### src/rtl/csi_rx_raw10_unpack.sv
`default_nettype none
// ============================================================================
// Module   : csi_rx_raw10_unpack
// Brief    : Unpacks CSI-2 RAW10 payload words into 4-pixel beats, tracking
//            line byte count, frame start, line end and malformed lines.
// Revision : 1.0 - initial release
// ============================================================================
module csi_rx_raw10_unpack (
    input  logic        CLK,
    input  logic        RST_N,
    input  logic        FSYNC,
    input  logic        VALID,
    input  logic [31:0] DIN,
    input  logic [15:0] WC,
    output logic        PIX_VALID,
    output logic [39:0] PIX,
    output logic        SOF,
    output logic        EOL,
    output logic [15:0] LINE_CNT,
    output logic        ERR
);

    typedef enum logic [1:0] {
        ST_IDLE      = 2'd0,
        ST_WAIT_LINE = 2'd1,
        ST_IN_LINE   = 2'd2
    } state_t;

    state_t      r_state;
    logic [63:0] r_acc;
    logic [3:0]  r_occ;
    logic [15:0] r_rem;
    logic        r_sof_pend;

    logic        w_first;
    logic [15:0] w_base_rem;
    logic [3:0]  w_base_occ;
    logic [63:0] w_base_acc;
    logic [2:0]  w_n;
    logic [31:0] w_din_m;
    logic [63:0] w_acc_app;
    logic [3:0]  w_occ_app;
    logic [15:0] w_rem_next;
    logic        w_grp;
    logic [63:0] w_acc_next;
    logic [3:0]  w_occ_next;
    logic [39:0] w_pix;
    logic        w_done;
    logic        w_accept;
    logic        w_wc_zero;

    always_comb begin
        w_first    = (r_state == ST_WAIT_LINE);
        // The first word of a line starts from WC and an empty accumulator
        w_base_rem = w_first ? WC    : r_rem;
        w_base_occ = w_first ? 4'd0  : r_occ;
        w_base_acc = w_first ? 64'd0 : r_acc;
        w_n        = (w_base_rem >= 16'd4) ? 3'd4 : w_base_rem[2:0];

        w_din_m = 32'd0;
        for (int i = 0; i < 4; i++) begin
            if (3'(i) < w_n) begin
                w_din_m[8*i +: 8] = DIN[8*i +: 8];
            end
        end

        w_acc_app  = w_base_acc | ({32'd0, w_din_m} << {w_base_occ, 3'b000});
        w_occ_app  = w_base_occ + {1'b0, w_n};
        w_rem_next = w_base_rem - {13'd0, w_n};
        w_grp      = (w_occ_app >= 4'd5);
        w_acc_next = w_grp ? (w_acc_app >> 40) : w_acc_app;
        w_occ_next = w_grp ? (w_occ_app - 4'd5) : w_occ_app;

        // Byte 4 of the group carries the two LSBs of each of the four pixels
        w_pix = 40'd0;
        for (int k = 0; k < 4; k++) begin
            w_pix[10*k +: 10] = {w_acc_app[8*k +: 8], w_acc_app[32 + 2*k +: 2]};
        end

        w_done    = (w_rem_next == 16'd0);
        w_accept  = VALID && !FSYNC && (r_state != ST_IDLE);
        w_wc_zero = w_first && (WC == 16'd0);
    end

    always_ff @(posedge CLK) begin
        if (!RST_N) begin
            r_state    <= ST_IDLE;
            r_acc      <= 64'd0;
            r_occ      <= 4'd0;
            r_rem      <= 16'd0;
            r_sof_pend <= 1'b0;
            PIX_VALID  <= 1'b0;
            PIX        <= 40'd0;
            SOF        <= 1'b0;
            EOL        <= 1'b0;
            ERR        <= 1'b0;
            LINE_CNT   <= 16'd0;
        end else begin
            PIX_VALID <= 1'b0;
            SOF       <= 1'b0;
            EOL       <= 1'b0;
            ERR       <= 1'b0;
            if (FSYNC) begin
                r_state    <= ST_WAIT_LINE;
                r_sof_pend <= 1'b1;
                LINE_CNT   <= 16'd0;
                r_acc      <= 64'd0;
                r_occ      <= 4'd0;
                r_rem      <= 16'd0;
                ERR        <= (r_state == ST_IN_LINE);
            end else if (w_accept) begin
                if (w_wc_zero) begin
                    ERR <= 1'b1;
                end else begin
                    if (w_grp) begin
                        PIX_VALID  <= 1'b1;
                        PIX        <= w_pix;
                        SOF        <= r_sof_pend;
                        r_sof_pend <= 1'b0;
                        EOL        <= w_done && (w_occ_next == 4'd0);
                    end
                    if (w_done) begin
                        // Any bytes left over are an incomplete pixel group
                        LINE_CNT <= LINE_CNT + 16'd1;
                        r_state  <= ST_WAIT_LINE;
                        r_acc    <= 64'd0;
                        r_occ    <= 4'd0;
                        r_rem    <= 16'd0;
                        ERR      <= (w_occ_next != 4'd0);
                    end else begin
                        r_state <= ST_IN_LINE;
                        r_acc   <= w_acc_next;
                        r_occ   <= w_occ_next;
                        r_rem   <= w_rem_next;
                    end
                end
            end
        end
    end

endmodule
`default_nettype wire

### config.mk
export PLATFORM = sky130hd
export DESIGN_NAME = csi_rx_raw10_unpack
export DESIGN_NICKNAME = d
export VERILOG_FILES = /design/src/rtl/csi_rx_raw10_unpack.sv
export SDC_FILE = /design/constraint.sdc
export NUM_CORES = 1
export LEC_CHECK = 0
export ABC_CLOCK_PERIOD_IN_PS = 4510
export BUFFER_PORTS_ARGS = -buffer_cell sky130_fd_sc_hd__buf_2
export CORE_MARGIN = 10
export CORE_UTILIZATION = 28
export CTS_CLUSTER_SIZE = 10
export DETAILED_ROUTE_END_ITERATION = 8
export GPL_TIMING_DRIVEN = 0
export HOLD_SLACK_MARGIN = 0.03
export PLACE_DENSITY = 0.49
export SYNTH_ARGS = -nofsm -noshare
export SYNTH_HDL_FRONTEND = slang
export SYNTH_SLANG_ARGS = --single-unit
### constraint.sdc
create_clock -name CLK -period 4.51 [get_ports CLK]
set_input_delay 0.451 -clock CLK [delete_from_list [all_inputs] [get_ports CLK]]
set_output_delay 0.451 -clock CLK [all_outputs]
set_load 0.005 [all_outputs]
# Yosys cells after proc, flatten, opt, wreduce, memory -nomap -nowiden
# Index checks and enable logic that the tools add are counted.
dict set report word_totals {
  register_bits 147
  input_bits 52
}
dict set report op_classes {
  addsub 4
  n_lt_le_gt_ge 6
  eq_ne 3
  shift 1
  mux 26
  n_bitwise 6
  n_reduce_logical 20
}
# operator count
set ops {}
lappend ops {{two-way mux 64 bit} 3}
lappend ops {{bitwise OR 64 bit} 1}
lappend ops {{<< shifter 32 x 7 -> 64 bit} 1}
lappend ops {{logical NOT 16 bit} 2}
lappend ops {{two-way mux 16 bit} 2}
lappend ops {{two-way mux 8 bit} 4}
lappend ops {{adder 16 x 1 -> 16 bit (second input constant)} 1}
lappend ops {{greater-or-equal comparator 16 x 3 -> 1 bit (second input constant)} 1}
lappend ops {{subtractor 16 x 3 -> 16 bit} 1}
lappend ops {{two-way mux 1 bit} 12}
lappend ops {{two-way mux 4 bit} 3}
lappend ops {{less-than comparator 1 x 3 -> 1 bit (first input constant)} 2}
lappend ops {{less-than comparator 2 x 3 -> 1 bit (first input constant)} 2}
lappend ops {{AND reduction 3 bit} 2}
lappend ops {{nonzero test 2 bit} 3}
lappend ops {{NOT 1 bit} 5}
lappend ops {{OR reduction 5 bit} 1}
lappend ops {{adder 4 x 3 -> 4 bit} 1}
lappend ops {{greater-or-equal comparator 4 x 3 -> 1 bit (second input constant)} 1}
lappend ops {{logical AND 1 bit} 4}
lappend ops {{logical NOT 4 bit} 1}
lappend ops {{AND reduction 2 bit} 2}
lappend ops {{AND reduction 4 bit} 1}
lappend ops {{nonzero test 4 bit} 1}
lappend ops {{9 further kinds} 9}

# Depth between registers and ports, before layout
# Gate-level depths: netlist of the first run.
dict set report logic_depth {
  word_depth 12
  mapped_depth 21
  depth_no_buf 19
}

# Least setup slack after synthesis of the first run
# No wires, ideal clock.
dict set report synth_timing {
  path_type {input to register}
  from {input WC[7]}
  to {register PIX[35]}
  arrival_time_ps 4169
  required_time_ps 4394
  setup_slack_ps 225
  cell_stages 18
  n_path_buf 2
  path_cell_list {or4b_1 -> o31a_1 -> or4_4 -> nor2_4 -> inv_2 -> nor2_1 -> ha_1 -> inv_1 -> fa_1 -> ha_1 -> inv_1 -> nor2_1 -> nor2_1 -> nor2_1 -> nor2_1 -> clkbuf_1 -> clkbuf_1 -> o211a_1}
}
dict set report synth_via {
  elab_chain_len 7
  word_cells_on_any_way 19
}
# element line
set synth_lines {}
lappend synth_lines {{start, declared} 14} ;# input logic [15:0] WC,
lappend synth_lines {{two-way mux 16 bit} 55} ;# w_base_rem = w_first ? WC : r_rem;
lappend synth_lines {{greater-or-equal comparator 16 x 3 -> 1 bit} 58} ;# w_n = (w_base_rem >= 16'd4) ? 3'd4 : w_base_rem[2:0];
lappend synth_lines {{two-way mux 3 bit} 58}
lappend synth_lines {{less-than comparator 1 x 3 -> 1 bit or less-than comparator 2 x 3 -> 1 bit (tied branches)} 62} ;# if (3'(i) < w_n) begin
lappend synth_lines {{two-way mux 8 bit} 62}
lappend synth_lines {{<< shifter 32 x 7 -> 64 bit} 67} ;# w_acc_app = w_base_acc | ({32'd0, w_din_m} << {w_base_occ, 3'b000});
lappend synth_lines {{bitwise OR 64 bit} 67}
lappend synth_lines {{end signal, assigned} 117} ;# PIX <= w_pix;
lappend synth_lines {{end, declared} 16} ;# output logic [39:0] PIX,
# Several ways; a longest one is shown, not always the timed one.
# A chain may end at the register's enable or synchronous reset.

# Worst setup path after layout of the first run
dict set report layout_timing {
  from {register r_state[0]}
  to {register r_acc[10]}
}
dict set report layout_via {
  elab_chain_len 10
  word_cells_on_any_way 27
}
# element line
set layout_lines {}
lappend layout_lines {{start, declared} 29} ;# state_t r_state;
lappend layout_lines {{start signal, assigned} 87} ;# r_state <= ST_IDLE;
lappend layout_lines {{start signal, assigned} 104} ;# r_state <= ST_WAIT_LINE;
lappend layout_lines {{start signal, assigned} 125} ;# r_state <= ST_WAIT_LINE;
lappend layout_lines {{equality test 2 x 1 -> 1 bit} 53} ;# w_first = (r_state == ST_WAIT_LINE);
lappend layout_lines {{two-way mux 16 bit} 55}
lappend layout_lines {{greater-or-equal comparator 16 x 3 -> 1 bit} 58}
lappend layout_lines {{two-way mux 3 bit} 58}
lappend layout_lines {{less-than comparator 1 x 3 -> 1 bit or less-than comparator 2 x 3 -> 1 bit (tied branches)} 62}
lappend layout_lines {{two-way mux 8 bit} 62}
lappend layout_lines {{<< shifter 32 x 7 -> 64 bit} 67}
lappend layout_lines {{bitwise OR 64 bit} 67}
lappend layout_lines {{two-way mux 64 bit} 71} ;# w_acc_next = w_grp ? (w_acc_app >> 40) : w_acc_app;
lappend layout_lines {{two-way mux 64 bit} 122} ;# if (w_done) begin
lappend layout_lines {{end signal, assigned} 132} ;# r_acc <= w_acc_next;
lappend layout_lines {{end, declared} 30} ;# logic [63:0] r_acc;
# Several ways; a longest one is shown, not always the timed one.

==> impl_metrics.ini, run 1 <==
[run_status]
status = complete, no violations

[synth]
synth_seq_cells = 147
synth_commonest_cells = nand2_1 (176), dfxtp_1 (147), o21ai_0 (94), nor2_1 (89), a21oi_1 (59)
synth_seq_area_share = 0.370
synth_most_common_cell = nand2_1
synthDistinctLibCells = 67
synth_ff_type = dfxtp_1
yosys.area.top_type = dfxtp_1
synth_fp_nets = 1082
syn_inst = 1022
synth_area_mm2 = 0.00795
avgSynthCellArea_um2 = 7.78
yosys-top-cells-area = dfxtp_1 (37%), nand2_1 (8.3%), o21ai_0 (5.9%), nor2_1 (4.2%), a21oi_1 (3.7%)
ys_warn_count = 0
async_flop_share = 0
synth_top_area_frac = 0.370
synth_edf_count = 0

[placement]
dp_cells = 1509
placed_cell_area_mm2 = 0.00897
dpl.hpwl_um = 25500
port_buffers = 109
gp_congestion = 0.971

[cts]
htree_levels = 4
ctsLongestPathBuffers = 2
cts_sinks = 147
clk_latency_ps = 440
cts_tree = yes
clkSlewWorstSetupHoldPaths_ps = 70
clock-root-buffer = clkbuf_16
cts_buffers = 17

[layout]
fin_cells = 1552
antenna_cells = 0
area_delta_synth_final_pct = 23.2
fin_area_mm2 = 0.00979
nFillCells = 2979
utilization = 0.351
multiInputGateArea_mm2 = 0.00473
fin_nets = 1221
ff_latch_area_mm2 = 0.00295
layout-drive-gt1-share = 0.184

[timing]
hold_violations = 0
min_period_ps = 4380
clock.fmax_mhz = 228
worst_pin_slew_ps = 1100
period_share = 0.972
slew_headroom = 0.260
hold_slack_ps = 336
slew_viol_final = 0
finClkSkew_ps = 20.2
setup_violations = 0

[worst_setup_path]
r2r_start = r_state[0]
worstPathMaxFanout = 9
crit_type = register to register
crit_path_end_kind = register
worstPathRequired_ps = 4820
worstSetupStartpointType = register
cp-startpoint = r_state[0]
worstPathArrival_ps = 4700
r2r_cells = 11

[power]
power.switching_uw = 1110
leakage_uw = 0.00385
combPwrFrac = 0.171
swShare = 0.331
ir_worst_vdd_uv = 252
report.power.total_uw = 3370
p_clk_frac = 0.438
seq_power_share = 0.391
p_int_uw = 2260
power.density_mw_per_mm2 = 344

[global_routing]
gr-total-overflow = 0
grt_pass1_wl_um = 51400
grt_pass1_vias = 8188
grt_usage = 0.185
grt_max_degree = 18
grt_antenna_before_repair = 1

[drt]
postRouteAntennaNets = 0
detail_route.wl_per_cell_um = 22.1
first_pass_iters = 7
drc = 0
wl_um = 34300
drt_iter0_drc = 960
via_count = 8652
vias_per_cell = 5.57

[min_path]
hold_start = WC[15]
hold_path_depth = 3
hp-class = primary input to register

[die]
die_w_um = 188
die_h_um = 188
io_pins = 112
rows = 61
start_util = 0.285
dieArea_mm2 = 0.0355
core_area_mm2 = 0.0279

[job]
drv_cap = 0
[repair_timing]
action                     in CTS  in global routing
buffers inserted                5                  7
setup endpoints to repair     113                101
hold buffers                    0                  0
pin swaps                       4                  6
resized for setup              34                 27
[per-stage QoR]
stage                     setup TNS (ps)  worst slack, ps
after global routing                -331            -30.0
after CTS                              0             6.24
after floorplan                        0              225
after detailed placement          -89940            -1140
after global placement            -88820            -1130
final                                  0              127
[worst max-delay path: stages (launching register included)]
cell	delay, ps
dfxtp_2	450
nor2b_1	150
buf_2	230
mux2i_2	420
nand4_1	270
buf_4	240
nor4_1	870
nor3_1	340
a222oi_1	690
o21ai_0	260
nor2_1	240
o31ai_1	90
[cell usage in the layout, fill, tap and decap left out, drive strengths merged, types with 13 or more instances in the layout]
cell type,netlist,layout
o21ai,98,98
nand3,30,30
nor2,90,90
a31oi,13,13
nand2,176,176
clkbuf,56,69
a222oi,24,24
dfxtp,147,147
o31ai,14,14
inv,10,19
nor3,22,22
and2,18,18
o22ai,17,17
a22o,24,24
a22oi,32,32
mux2i,18,18
or3,14,14
buf,17,142
a21oi,59,59
[power by group through the flow]
stage / sequential [µW] / combinational (µW) / clock (µW)
4_1_cts: 1320 / 548 / 1500
2_1_floorplan: 1340 / 326 / 0
3_3_place_gp: 1350 / 536 / 0
3_5_place_dp: 1350 / 533 / 0
5_1_grt: 1320 / 616 / 1540
6_report: 1320 / 577 / 1480
[routing by layer]
metal	GRT usage	wire [µm]
met5	0	0
met4	0.0495	776
met3	0.0463	2560
met2	0.279	14800
met1	0.255	16200
[logic make-up after synthesis]
| logic type | count (synthesis) | synth area share |
|---|---|---|
| buffers and inverters | 84 | 0.0417 |
| adders and majority gates | 8 | 0.0135 |
| muxes | 25 | 0.0326 |
| DFF | 147 | 0.370 |
| other | 1 | 0.000472 |
| AOI/OAI and AO/OA | 335 | 0.286 |
| xor gates and xnor gates | 14 | 0.0154 |
| and+or+nand+nor | 408 | 0.240 |
[path summary, 6_finish.rpt]
kind                     to  slack [ps]
setup / recovery  r_acc[10]         130
hold / removal    r_rem[15]         340
setup reg to reg  r_acc[10]         130
hold reg to reg   r_acc[24]         460
[state kept, by name, indices dropped and copies added, names as in the netlist, 2 cells and up]
| signal | count |
|---|---|
| r_occ | 4 |
| r_acc | 64 |
| PIX | 40 |
| r_state | 2 |
| LINE_CNT | 16 |
| r_rem | 16 |
[final cells by class]
cell class	instances	area share
Clock buffer	18	0.0449
Multi-Input combinational cell	791	0.483
Buffer	72	0.0367
Inverter	11	0.00447
Sequential cell	147	0.301
Clock inverter	14	0.0161
Timing Repair Buffer	121	0.0653
Tap cell	378	0.0483
Note: power is estimated with default switching activity, not from simulation.
==> run 2: changes to the inputs <==
--- a/config.mk
+++ b/config.mk
@@ -5,7 +5,7 @@
 export SDC_FILE = /design/constraint.sdc
 export NUM_CORES = 1
 export LEC_CHECK = 0
-export ABC_CLOCK_PERIOD_IN_PS = 4510
+export ABC_CLOCK_PERIOD_IN_PS = 3800
 export BUFFER_PORTS_ARGS = -buffer_cell sky130_fd_sc_hd__buf_2
 export CORE_MARGIN = 10
 export CORE_UTILIZATION = 28
@@ -14,6 +14,7 @@
 export GPL_TIMING_DRIVEN = 0
 export HOLD_SLACK_MARGIN = 0.03
 export PLACE_DENSITY = 0.49
+export RECOVER_POWER = 25
 export SYNTH_ARGS = -nofsm -noshare
 export SYNTH_HDL_FRONTEND = slang
 export SYNTH_SLANG_ARGS = --single-unit
==> constraint.sdc (replaced) <==
create_clock -name CLK -period 3.8 [get_ports CLK]
set_input_delay 0.38 -clock CLK [delete_from_list [all_inputs] [get_ports CLK]]
set_output_delay 0.38 -clock CLK [all_outputs]
set_load 0.005 [all_outputs]
==> run 2 against run 1 <==
  * The run now ends with design-rule violations, negative setup slack left
  * Sequential cell count did not move
  * Critical path depth rose by 9
  * Routed wire length rose by 1.6%
  * Non-clock buffer count rose by 40
  * Largest cell class unchanged
  * Highest routed layer unchanged
==> impl_metrics.ini, run 2 (synthesis gave the netlist of run 1 again) <==
[global_routing]
grt_usage = 0.189
grt_pass1_vias = 8764
grt_pass1_wl_um = 52800
grt_max_degree = 17
gr-total-overflow = 0
grt_antenna_before_repair = 0

[die]
dieArea_mm2 = 0.0355
io_pins = 112
core_area_mm2 = 0.0279
start_util = 0.285
die_h_um = 188
rows = 61
die_w_um = 188

[timing]
setup_violations = 111
clock.fmax_mhz = 245
worst_pin_slew_ps = 1320
finClkSkew_ps = 11.1
slew_headroom = 0.114
min_period_ps = 4080
hold_violations = 0
period_share = 1.07
rsz0062_at_grt = yes
layout_setup_ws_ps = -283
slew_viol_final = 0

[drt]
drt_iter0_drc = 890
via_count = 8831
vias_per_cell = 5.55
postRouteAntennaNets = 0
first_pass_iters = 9
drc = 2
wl_um = 34900
detail_route.wl_per_cell_um = 21.9

[run_status]
status = finished with violations
violations = design-rule violations, negative setup slack

[worst_setup_path]
worstSetupStartpointType = register
worstPathArrival_ps = 4440
r2r_slack_ps = -280
r2r_cells = 20
crit_path_end_kind = register
worstPathRequired_ps = 4160
r2r_start = r_state[0]
crit_type = register to register
worstPathMaxFanout = 8
regToRegEndpoint = ERR

[cts]
clock-root-buffer = clkbuf_16
htree_levels = 4
cts_tree = yes
cts_sinks = 147
clk_latency_ps = 430
cts_buffers = 17
ctsLongestPathBuffers = 2
cts_hold_buf = 0
clkSlewWorstSetupHoldPaths_ps = 60

[layout]
layout-drive-gt1-share = 0.283
largest_reg_flops = 64
fin_cells = 1592
fin_nets = 1261
fin_area_mm2 = 0.0110
area_delta_synth_final_pct = 38.9
final_cell_mix = nand2_1 (165), dfxtp_1 (145), buf_2 (93)
antenna_cells = 0
reg_top3 = r_acc (64), PIX (40)
layout_commonest_cell = nand2_1
utilization = 0.396
regMostFlops = r_acc

[placement]
port_buffers = 109
gp_congestion = 0.983
placed_cell_area_mm2 = 0.00913
dp_cells = 1509
dpl.hpwl_um = 25100
dp_slack_ps = -1210

[min_path]
hold_start = WC[15]
hp-class = primary input to register
min_to = r_rem[15]
hold_path_depth = 3

[job]
drv_cap = 0

[power]
power.density_mw_per_mm2 = 371
leakage_uw = 0.00422
ir_worst_vdd_uv = 279
==> run 2: cell count changes in the layout (fill, tap and decap cells not counted), moves of 18 or more <==
cell and change:
o21ai_0 -66, o21ai_2 +22, clkbuf_1 +19, buf_2 -24, nor2_1 -18, o21ai_1 +42
==> run 2: repair_timing <==
action / CTS / global route
gates resized for setup: 164 / 105
buffers inserted: 34 / 12
pin swaps: 50 / 38
gates cloned: 9 / 2
setup endpoints to repair: 131 / 130
endpoints found under the hold margin: 0 / 0
==> run 2: metal layers <==
metal / GRT usage / routed length [µm] / vias up
li1: - / - / 4150
met3: 0.0393 / 2540 / 81
met5: 0 / 0 / -
met2: 0.300 / 15900 / 358
met1: 0.245 / 15300 / 4242
met4: 0.0760 / 1160 / 0
==> run 2: final cells by class <==
| type | instances | area (µm²) |
|---|---|---|
| clock inverters | 11 | 128 |
| multi-input cells | 791 | 5340 |
| inverters | 11 | 46.3 |
| fillers | 2858 | 16800 |
| flip-flops and latches | 147 | 2950 |
| well taps | 378 | 473 |
| clock buffers | 21 | 450 |
| plain buffers | 72 | 586 |
| repair buffers | 161 | 1070 |
==> run 2: worst max-delay path, stage by stage (launching register included) <==
cell,delay [ps]
dfxtp_4,410
or4b_4,480
o31a_1,130
or4_4,540
nor2_4,170
inv_4,60
nor2_4,120
ha_4,140
inv_2,40
fa_2,620
ha_4,160
inv_4,40
nor2_4,110
nor2_4,60
or2_4,270
clkbuf_16,160
nand3_2,70
o21ai_2,60
o221ai_4,90
nand2_2,90
a21oi_2,160
==> run 2: how the worst max path moves through the flow <==
| stage | endpoint | startpoint |
|---|---|---|
| after floorplan | EOL | WC[3] |
| after global placement | r_acc[10] | r_state[0] |
| after detailed placement | r_acc[10] | r_state[0] |
| after CTS | ERR | r_state[1] |
| after global routing | ERR | r_state[0] |
| final | ERR | r_state[0] |
==> run 2: through the flow <==
stage,setup TNS (ps),hold WS [ps],total power (µW)
2_1_floorplan,-9670,425,2000
3_3_place_gp,-121200,434,2240
3_5_place_dp,-121950,444,2240
4_1_cts,-16770,251,4060
5_1_grt,-38780,275,4250
6_report,-21200,270,4090
==> run 2: report_power, final <==
group,total [µW],switching (µW),internal [µW]
sequential,1560,10.9,1550
combinational,819,525,295
clock,1710,721,990
total,4090,1260,2840
